File: config.mk
export PLATFORM = sky130hd
export DESIGN_NAME = cmac_tx_axis_arbiter
export DESIGN_NICKNAME = d
export VERILOG_FILES = /design/src/rtl/cmac_tx_axis_arbiter.sv
export SDC_FILE = /design/constraint.sdc
export NUM_CORES = 1
export LEC_CHECK = 0
export ABC_AREA = 1
export BUFFER_PORTS_ARGS = -buffer_cell sky130_fd_sc_hd__buf_2
export CELL_PAD_IN_SITES_DETAIL_PLACEMENT = 1
export CELL_PAD_IN_SITES_GLOBAL_PLACEMENT = 2
export CORE_AREA = 2 2 692 694
export DETAILED_ROUTE_END_ITERATION = 10
export DIE_AREA = 0 0 694 696
export HOLD_SLACK_MARGIN = 0.1
export PLACE_DENSITY = 0.33
export SYNTH_ARGS = -nofsm -noshare
export SYNTH_HDL_FRONTEND = slang
export SYNTH_SLANG_ARGS = --single-unit
File: constraint.sdc
create_clock -name clk -period 2.5 [get_ports clk]
set_input_delay 0.25 -clock clk [delete_from_list [all_inputs] [get_ports clk]]
set_output_delay 0.25 -clock clk [all_outputs]
set_load 0.005 [all_outputs]
File: src/rtl/cmac_tx_axis_arbiter.sv
// cmac_tx_axis_arbiter: packet-granular round-robin arbiter onto the CMAC TX AXI-Stream port
module cmac_tx_axis_arbiter #(
  parameter int NUM_SRC = 2,
  parameter int DATA_W = 512,
  parameter int TIMEOUT = 1024,
  localparam int KEEP_W = DATA_W / 8
) (
  input  logic                       clk,
  input  logic                       reset,
  input  logic                       link_up,
  input  logic [NUM_SRC-1:0]         s_axis_tvalid,
  output logic [NUM_SRC-1:0]         s_axis_tready,
  input  logic [NUM_SRC*DATA_W-1:0]  s_axis_tdata,
  input  logic [NUM_SRC*KEEP_W-1:0]  s_axis_tkeep,
  input  logic [NUM_SRC-1:0]         s_axis_tlast,
  input  logic [NUM_SRC-1:0]         s_axis_tuser,
  output logic                       m_axis_tvalid,
  input  logic                       m_axis_tready,
  output logic [DATA_W-1:0]          m_axis_tdata,
  output logic [KEEP_W-1:0]          m_axis_tkeep,
  output logic                       m_axis_tlast,
  output logic                       m_axis_tuser,
  output logic [NUM_SRC-1:0]         grant,
  output logic                       busy,
  output logic [15:0]                abort_count
);
  localparam int IW = $clog2(NUM_SRC);
  localparam int CW = $clog2(TIMEOUT);
  typedef enum logic [1:0] {IDLE, XFER, ABORT, DRAIN} state_t;
  state_t state, state_nx;
  logic [IW-1:0] gidx, last_idx, pick;
  logic pick_ok, sel_valid;
  logic [CW-1:0] cnt;
  assign sel_valid = s_axis_tvalid[gidx];
  assign busy = state != IDLE;
  assign grant = busy ? NUM_SRC'(1) << gidx : '0;
  // round-robin pick: scan downward so the closest index after last_idx wins
  always_comb begin
    pick = '0;
    pick_ok = 1'b0;
    for (int k = NUM_SRC; k >= 1; k--)
      if (s_axis_tvalid[(int'(last_idx) + k) % NUM_SRC]) begin
        pick = IW'((int'(last_idx) + k) % NUM_SRC);
        pick_ok = 1'b1;
      end
  end
  // next state and datapath steering; the abort beat is a constant so it stays stable under backpressure
  always_comb begin
    state_nx = state;
    s_axis_tready = '0;
    m_axis_tvalid = 1'b0;
    m_axis_tdata = '0;
    m_axis_tkeep = '0;
    m_axis_tlast = 1'b0;
    m_axis_tuser = 1'b0;
    case (state)
      IDLE: if (link_up && pick_ok) state_nx = XFER;
      XFER: begin
        m_axis_tvalid = sel_valid;
        m_axis_tdata = s_axis_tdata[gidx*DATA_W +: DATA_W];
        m_axis_tkeep = s_axis_tkeep[gidx*KEEP_W +: KEEP_W];
        m_axis_tlast = s_axis_tlast[gidx];
        m_axis_tuser = s_axis_tuser[gidx];
        s_axis_tready[gidx] = m_axis_tready;
        if (sel_valid && m_axis_tready && s_axis_tlast[gidx]) state_nx = IDLE;
        else if (!sel_valid && cnt + 1'b1 == CW'(TIMEOUT - 1)) state_nx = ABORT;
      end
      ABORT: begin
        m_axis_tvalid = 1'b1;
        m_axis_tkeep = '1;
        m_axis_tlast = 1'b1;
        m_axis_tuser = 1'b1;
        if (m_axis_tready) state_nx = DRAIN;
      end
      DRAIN: begin
        s_axis_tready[gidx] = 1'b1;
        if (sel_valid && s_axis_tlast[gidx]) state_nx = IDLE;
      end
      default: state_nx = IDLE;
    endcase
  end
  // state, owner, stall counter and saturating abort counter
  always_ff @(posedge clk)
    if (reset) begin
      state <= IDLE;
      gidx <= '0;
      last_idx <= IW'(NUM_SRC - 1);
      cnt <= '0;
      abort_count <= '0;
    end else begin
      state <= state_nx;
      if (state == IDLE) gidx <= pick;
      cnt <= (state == XFER && !sel_valid) ? cnt + 1'b1 : '0;
      if (state != IDLE && state_nx == IDLE) last_idx <= gidx;
      if (state == ABORT && m_axis_tready && abort_count != 16'hFFFF) abort_count <= abort_count + 1'b1;
    end
endmodule

==> results of run 1 <==
[metal layers]
layer  vias to the layer above  part of all wire, %  wire, µm
li1                      11300                    -         -
met1                     12700                   36    143000
met2                      1986                   49    195000
met5                         -                 0.32      1280
met3                       963                  9.3     36700
met4                       194                  4.8     18800
[metrics by stage]
| step | hold WS [ns] | cell area [µm²] | cells |
|---|---|---|---|
| floorplan | 0.429 | 10200 | 2279 |
| global placement | 0.461 | 29500 | 10300 |
| detailed placement | 0.456 | 29500 | 10300 |
| CTS | 0.315 | 31700 | 10400 |
| global route | 0.318 | 32200 | 10600 |
| finish | 0.309 | 32400 | 10600 |
[registers in the layout (all words and copies together) (netlist names)]
name and cells:
abort_count 16, cnt 10, gidx 1, last_idx 1, state 2
[cells by family (layout without fill, tap and decap cells)]
group | after synthesis | count (layout) | share of synthesized area (%)
compound gates | 676 | 676 | 33.3
xor+xnor | 1 | 1 | 0.0860
buf+inv | 256 | 2083 | 10.2
fa+ha+maj | 7 | 7 | 0.860
simple gates | 1309 | 1309 | 49.6
other cells | 0 | 235 | 0
flops | 30 | 30 | 5.90
[where the power goes]
group          leakage [nW]  switching [W]  internal (W)
sequential            0.244      0.0000102      0.000484
clock                0.0709       0.000262      0.000361
combinational          14.0        0.00509       0.00311
[worst max path at each step]
stage / startpoint / end / slack [ns]
after floorplan: state[1] / m_axis_tkeep[10] / 0.77
after global placement: state[1] / m_axis_tkeep[59] / -0.73
after detailed placement: state[1] / m_axis_tkeep[59] / -0.60
after CTS: state[1] / m_axis_tdata[61] / -0.05
after global routing: state[1] / m_axis_tdata[61] / -0.02
final: state[1] / m_axis_tkeep[0] / 0.03
[worst max-delay path, stage by stage (launching register included)]
cell and delay, ns:
dfxtp_4 0.35, inv_4 0.07, ha_4 0.15, buf_12 0.14
inv_4 0.07, buf_6 0.17, nor2_1 0.14, o21ai_0 0.36
a21oi_2 0.30, buf_2 0.15
[placed cells by master, fill, tap and decap left out, types with 2 or more instances in the layout]
cell type and count:
ha_1 6, a21oi_2 8, clkbuf_4 3, dfxtp_1 27
nor2_1 1098, nor2_4 27, inv_6 2, nand2_2 9
o21ai_2 16, buf_2 1623, clkinv_2 2, nand3_1 17
nand4_1 9, buf_6 17, buf_8 2, nor4_1 2
buf_16 31, diode_2 235, o21ai_1 40, buf_12 151
nor2_2 66, buf_4 193, a21oi_4 7, nand2_1 70
clkbuf_16 6, inv_4 4, o21ai_0 532, dfxtp_4 2
inv_1 41, nor3_1 6, bufbuf_16 6, a21oi_1 69
[area by class of cell]
class	count	area [µm²]	area share (%)
inverters	47	203	0.626
clock inverters	2	10.0	0.0309
well taps	6272	7850	24.2
flip-flops and latches	30	609	1.88
diodes	235	588	1.82
clock buffers	5	125	0.386
repair buffers	2027	13900	43.0
multi-input cells	1993	9070	28.0
repair inverters	2	17.5	0.0541
[repair_timing]
action	4_1_cts	5_1_grt
setup endpoints to repair	289	53
pin swaps	45	10
buffers inserted	49	0
resized for setup	266	49
gates cloned	24	1
==> results by group, run 1 <==
Run status
  • Status: complete, no violations

Route
  • Antenna Nets Post-Route: 0
  • DR iter-0 viols: 1671
  • Remaining DRCs: 0
  • Routed wire length per instance: 37.2 µm
  • DR vias/cell: 2.56
  • Router iterations before antenna repair: 5
  • Via Count: 27200
  • Total Routed Length: 395 mm

Worst hold path
  • Hold Path End: state[1]
  • Hold path cells: 2
  • Worst Hold Launch: reset
  • Hold crit path type: in2reg

Synthesis
  • Synthesized area: 0.0102 mm²
  • Syn. warnings: 0
  • Synthesized area per cell: 4.47 µm²
  • Post-synth cell types: 31
  • Most numerous cell in the Yosys netlist: nor2_1
  • Top FF cell, synth: dfxtp_1
  • Number of enable flip-flop cells after synthesis: 0
  • Post-synth top cells: 1185 x nor2_1, 589 x o21ai_0, 165 x clkbuf_1, 84 x a21oi_1, 71 x nand2_1
  • Post-Syn Nets: 3448
  • Share of the synthesized area in the top cell type: 43.7%
  • Top cells by area, synth: nor2_1 44%, o21ai_0 29%, clkbuf_1 6.1%, dfxtp_1 5.9%, a21oi_1 4.1%
  • Cells after Synth: 2279
  • Flop and latch count out of synthesis: 30
  • Register area share after synthesis: 5.90%
  • Async SR Flop Fraction: 0%
  • Post-synth top area cell: nor2_1

Finish
  • Final net count: 5275
  • Finished Core Util: 6.80%
  • Filler Cells Inserted: 57900
  • Area delta synth->final: 218%
  • Share of layout cells above drive strength 1: 53.1%

Flow run
  • Max cap viols: 0

Clock network
  • CTS buffer count: 5
  • Root Buffer: clkbuf_16
  • CTS clk-pin slew, worst paths: 0.06 ns
  • Cts hold-fix bufs: 0
  • Clk sinks: 30
  • H-tree levels: 2
  • CTS tree: done
  • CTS max path bufs: 2
  • Worst-Skew Late Latency: 0.29 ns

Global route
  • First-pass GRT wire length: 453 mm
  • Vias in the first global route: 26400
  • GRT Total Usage: 15.6%
  • Initial antenna violation count: 505
  • Gr ovfl total: 0
  • Largest net degree at the start of global routing: 79
  • GR Util met3: 5.86%
  • Grt met2 use: 28.0%
  • Met1 Use GR: 16.5%
  • GRT Max-Usage Layer: met2

Critical path
  • R2R depth: 14
  • Critical Path AT: 2.22 ns
  • Reg2Reg Setup Slack: 0.35 ns
  • Reg2reg end: last_idx
  • R2r startpoint: gidx
  • Crit path max fanout: 16
  • Worst Path Required: 2.25 ns
  • WS Path Type: reg2out
  • Type of element capturing the critical path: output port
  • Worst Setup Start Kind: flop

Power and ir drop
  • Final Total Pwr: 0.00931 W
  • Pwr dens: 288 mW/mm²
  • Leakage: 14.3 nW
  • Worst-case vdd ir drop: 0.000262 V

STA
  • Slew headroom: 35.8%
  • Fmax: 0.406 GHz
  • Period utilization: 98.6%
  • Skew final: 0.00663 ns
  • RSZ-0062 raised after global routing: yes
  • Setup slack after layout: 0.0346 ns
  • Final-report setup violation count: 0
  • Final Hold Viols: 0
  • Pins over their slew limit: 0
  • Post-route minimum period: 2.47 ns
  • Slew @ Worst Pin: 0.953 ns
  • Setup TNS: 0 ns

Floorplanning
  • I/O Pins: 1762
  • Die height: 696 µm
  • Die area: 0.483 mm²
  • Core area: 0.476 mm²
  • Chip width: 694 µm
  • Starting Density: 2.14%
  • Row cnt: 254

Placed design
  • Final HPWL DP: 360 mm
  • Pre-CTS setup slack: -0.598 ns
  • Port Buffers: 1761
  • Gpl congestion: 0.955
Note: power is estimated with default switching activity, not from simulation.
==> run 2: changes to the inputs <==
==> config.mk (replaced) <==
export PLATFORM = sky130hd
export DESIGN_NAME = cmac_tx_axis_arbiter
export DESIGN_NICKNAME = d
export VERILOG_FILES = /design/src/rtl/cmac_tx_axis_arbiter.sv
export SDC_FILE = /design/constraint.sdc
export NUM_CORES = 1
export LEC_CHECK = 0
export BUFFER_PORTS_ARGS = -buffer_cell sky130_fd_sc_hd__buf_2
export CELL_PAD_IN_SITES_DETAIL_PLACEMENT = 1
export CELL_PAD_IN_SITES_GLOBAL_PLACEMENT = 2
export CORE_AREA = 2 2 694 696
export DETAILED_ROUTE_END_ITERATION = 10
export DIE_AREA = 0 0 696 698
export HOLD_SLACK_MARGIN = 0.1
export PLACE_DENSITY = 0.3
export SYNTH_ARGS = -nofsm -noshare
export SYNTH_HDL_FRONTEND = slang
export SYNTH_SLANG_ARGS = --single-unit
==> run 2 against run 1 <==
  * Combinational power down 11%
  * Sequential share of layout area shrank 0.058 points
  * Worst setup slack worse by 0.029 ns
  * Die area is 0.58% higher
  * Hold slack better by 0.030 ns
  * Fmax down 1.2%
  * Final cell count decreased by 5.7%
  * Critical path depth fell by 1
  * Via count is 18% lower
  * First-iteration DRC count down 29%
  * Critical path type unchanged
  * Critical endpoint is now m_axis_tdata[297]
  * Largest cell class unchanged
==> results by group, run 2 <==
Run status
  • Status: complete, no violations

Floorplanning
  • Core area: 0.478 mm² (+0.27%)
  • Die height: 698 µm (+0.29%)
  • Starting Density: 2.51% (+0.38 points)
  • Chip width: 696 µm (+0.29%)
  • Die area: 0.486 mm² (+0.58%)
  • Row cnt: 254 (unchanged)
  • I/O Pins: 1762 (unchanged)

Clock network
  • Worst-Skew Late Latency: 0.28 ns (about the same)
  • CTS clk-pin slew, worst paths: 0.06 ns (about the same)
  • CTS tree: done
  • Root Buffer: clkbuf_16
  • CTS buffer count: 5 (unchanged)
  • Cts hold-fix bufs: 0 (unchanged)
  • H-tree levels: 2 (unchanged)
  • Clk sinks: 30 (unchanged)
  • CTS max path bufs: 2 (unchanged)

Synthesis
  • Async SR Flop Fraction: 0% (unchanged)
  • Share of the synthesized area in the top cell type: 42.9% (-0.83 points)
  • Cells after Synth: 1547 (-32%)
  • Flop and latch count out of synthesis: 30 (unchanged)
  • Number of enable flip-flop cells after synthesis: 0 (unchanged)
  • Post-synth top cells: 583 x nor2b_1, 514 x mux2i_1, 85 x clkbuf_1, 71 x a21oi_1, 67 x mux2_2
  • Post-synth top area cell: mux2i_1
  • Top FF cell, synth: dfxtp_1
  • Most numerous cell in the Yosys netlist: nor2b_1
  • Syn. warnings: 0 (unchanged)
  • Synthesized area per cell: 7.76 µm² (+74%)
  • Post-Syn Nets: 2716 (-21%)
  • Register area share after synthesis: 5.00% (-0.90 points)
  • Top cells by area, synth: mux2i_1 43%, nor2b_1 30%, mux2_2 6.3%, dfxtp_1 5.0%, a21oi_1 3.0%
  • Post-synth cell types: 37 (+19%)
  • Synthesized area: 0.0120 mm² (+18%)

Placed design
  • Port Buffers: 1761 (unchanged)
  • Final HPWL DP: 317 mm (-12%)
  • Placed cell areas: 0.0317 mm² (+7.6%)
  • Gpl congestion: 0.964 (+0.90%)
  • Cell count after placement: 9819 (-4.6%)

Global route
  • Gr ovfl total: 0 (unchanged)
  • Initial antenna violation count: 409 (-19%)
  • First-pass GRT wire length: 386 mm (-15%)
  • Largest net degree at the start of global routing: 65 (-18%)
  • Vias in the first global route: 22500 (-15%)
  • GRT Total Usage: 13.2% (-2.4 points)

Power and ir drop
  • Final Total Pwr: 0.00846 W (-9.2%)
  • Reg power frac: 5.8% (+0.5 points)
  • Clk network pwr share: 7.5% (+0.8 points)
  • Pwr dens: 254 mW/mm² (-12%)
  • Worst-case vdd ir drop: 0.000254 V (-3.1%)
  • Switching Share: 50.9% (-6.7 points)
  • Int Pwr: 0.00415 W (+5.1%)
  • Gate power share: 86.6% (-1.4 points)
  • Sw power: 0.00430 W (-20%)
  • Leakage: 13.3 nW (-7.2%)

Critical path
  • Critical path's largest stage delay: 0.39 ns (+0.03 ns)
  • Worst Setup Start Kind: flop
  • WS Path Type: reg2out
  • Worst Path Required: 2.25 ns (about the same)
  • Crit path max fanout: 11 (-5)
  • Type of element capturing the critical path: output port
  • CP cell instances: inv_2 > ha_4 > buf_12 > buf_12 > buf_4 > nor2b_1 > buf_4 > buf_2
  • Critical Path AT: 2.24 ns (+0.02 ns)
  • Slowest-stage cell, CP: nor2b_1

Flow run
  • Max cap viols: 0 (unchanged)

STA
  • Final Hold Viols: 0 (unchanged)
  • Skew final: 0.00770 ns (+0.00107 ns)
  • Pins over their slew limit: 0 (unchanged)
  • Slew headroom: 52.8% (+17 points)
  • Period utilization: 99.8% (+1.1 points)
  • RSZ-0062 raised after global routing: yes
  • Worst Hold Slack: 0.339 ns (+0.0299 ns)
  • Final-report setup violation count: 0 (unchanged)
  • Slew @ Worst Pin: 0.688 ns (-0.266 ns)
  • Post-route minimum period: 2.49 ns (+0.0287 ns)
  • Fmax: 0.401 GHz (-1.2%)

Finish
  • Post-layout instance area: 0.0333 mm² (+2.7%)
  • Largest regs: abort_count (16), cnt (10), state (2)
  • Share of layout cells above drive strength 1: 64.8% (+12 points)
  • Most flops, register: abort_count
  • Finished Core Util: 6.97% (+0.17 points)
  • Final net count: 4617 (-12%)
  • Largest register FFs: 16 (unchanged)
  • Commonest non-fill, non-tap cell in the layout: buf_2
  • Area delta synth->final: 177%
  • Final non-filler cell total: 10000 (-5.7%)
  • Leading cell types in the layout, fill and taps excluded: 1695 x buf_2, 564 x nor2b_1, 449 x mux2i_1

Route
  • Remaining DRCs: 0 (unchanged)
  • Total Routed Length: 336 mm (-15%)
  • Antenna Nets Post-Route: 0 (unchanged)
  • DR iter-0 viols: 1180 (-29%)
  • Via Count: 22200 (-18%)
  • DR vias/cell: 2.22 (-13%)
  • Router iterations before antenna repair: 5 (unchanged)
  • Routed wire length per instance: 33.5 µm (-9.8%)

Worst hold path
  • Hold crit path type: in2reg
-- run 2: worst paths after layout --
path | startpoint | endpoint | slack, ns | depth (start not counted)
setup / recovery | state[1] | m_axis_tdata[297] | 0.006 | 8
hold / removal | s_axis_tvalid[1] | gidx | 0.34 | 3
setup reg to reg | gidx | last_idx | 0.04 | 8
hold reg to reg | cnt[8] | cnt[8] | 0.52 | 2
-- run 2: layout make-up --
cell class / instances / area (µm²)
Timing Repair Buffer: 2045 / 12800
Clock buffer: 6 / 139
Antenna cell: 160 / 400
Sequential cell: 30 / 607
Tap cell: 6400 / 8010
Multi-Input combinational cell: 1360 / 11300
Clock inverter: 2 / 12.5
Fill cell: 57400 / 444000
Inverter: 6 / 22.5
-- run 2: routing by layer --
metal | GRT usage [%] | vias to the layer above | share of wire, %
met1 | 13.9 | 10300 | 36
met2 | 24.3 | 1703 | 51
met4 | 2.84 | 148 | 3.3
met5 | 0 | - | 0.30
li1 | - | 9270 | -
met3 | 5.18 | 721 | 9.9
-- run 2: critical path, delay by kind of cell (launching register included) --
family / cells / cell delay (ns)
flip-flops: 1 / 0.34
buffers and inverters: 6 / 0.96
adder cells (fa/ha/maj): 1 / 0.19
AND/OR/NAND/NOR: 1 / 0.39
-- run 2: power groups by stage --
stage	registers, W	clock network, W	logic, W
finish	0.000492	0.000637	0.00733
global route	0.000493	0.000673	0.00788
CTS	0.000492	0.000654	0.00757
detailed placement	0.000523	0	0.00730
global placement	0.000523	0	0.00733
floorplan	0.000499	0	0.00215
-- run 2: logic make-up (layout without fill, tap and decap cells) --
| family | count (synthesis) | count (layout) | synth area share [%] |
|---|---|---|---|
| AND/OR/NAND/NOR | 666 | 666 | 33.9 |
| XOR/XNOR | 21 | 21 | 1.53 |
| AO/OA/AOI/OAI | 85 | 85 | 4.05 |
| multiplexers | 581 | 581 | 49.1 |
| other | 0 | 160 | 0 |
| adder cells (fa/ha/maj) | 7 | 7 | 0.729 |
| flip-flops | 30 | 30 | 5.00 |
| buffers and inverters | 157 | 2059 | 5.63 |
-- run 2: metrics by stage --
| step | setup slack, ns | TNS [ns] |
|---|---|---|
| 2_1_floorplan | 0.606 | 0 |
| 3_3_place_gp | -0.585 | -7.21 |
| 3_5_place_dp | -0.482 | -6.73 |
| 4_1_cts | -0.0971 | -0.167 |
| 5_1_grt | -0.0343 | -0.0423 |
| 6_report | 0.00587 | 0 |
-- run 2: repair_timing --
| action | CTS | global route |
|---|---|---|
| pin swaps | 5 | 1 |
| gates resized for setup | 115 | 35 |
| setup buffers | 12 | 4 |
| endpoints found under the hold margin | 0 | 0 |
| endpoints found under the setup margin | 422 | 67 |
| gates cloned | 3 | 4 |
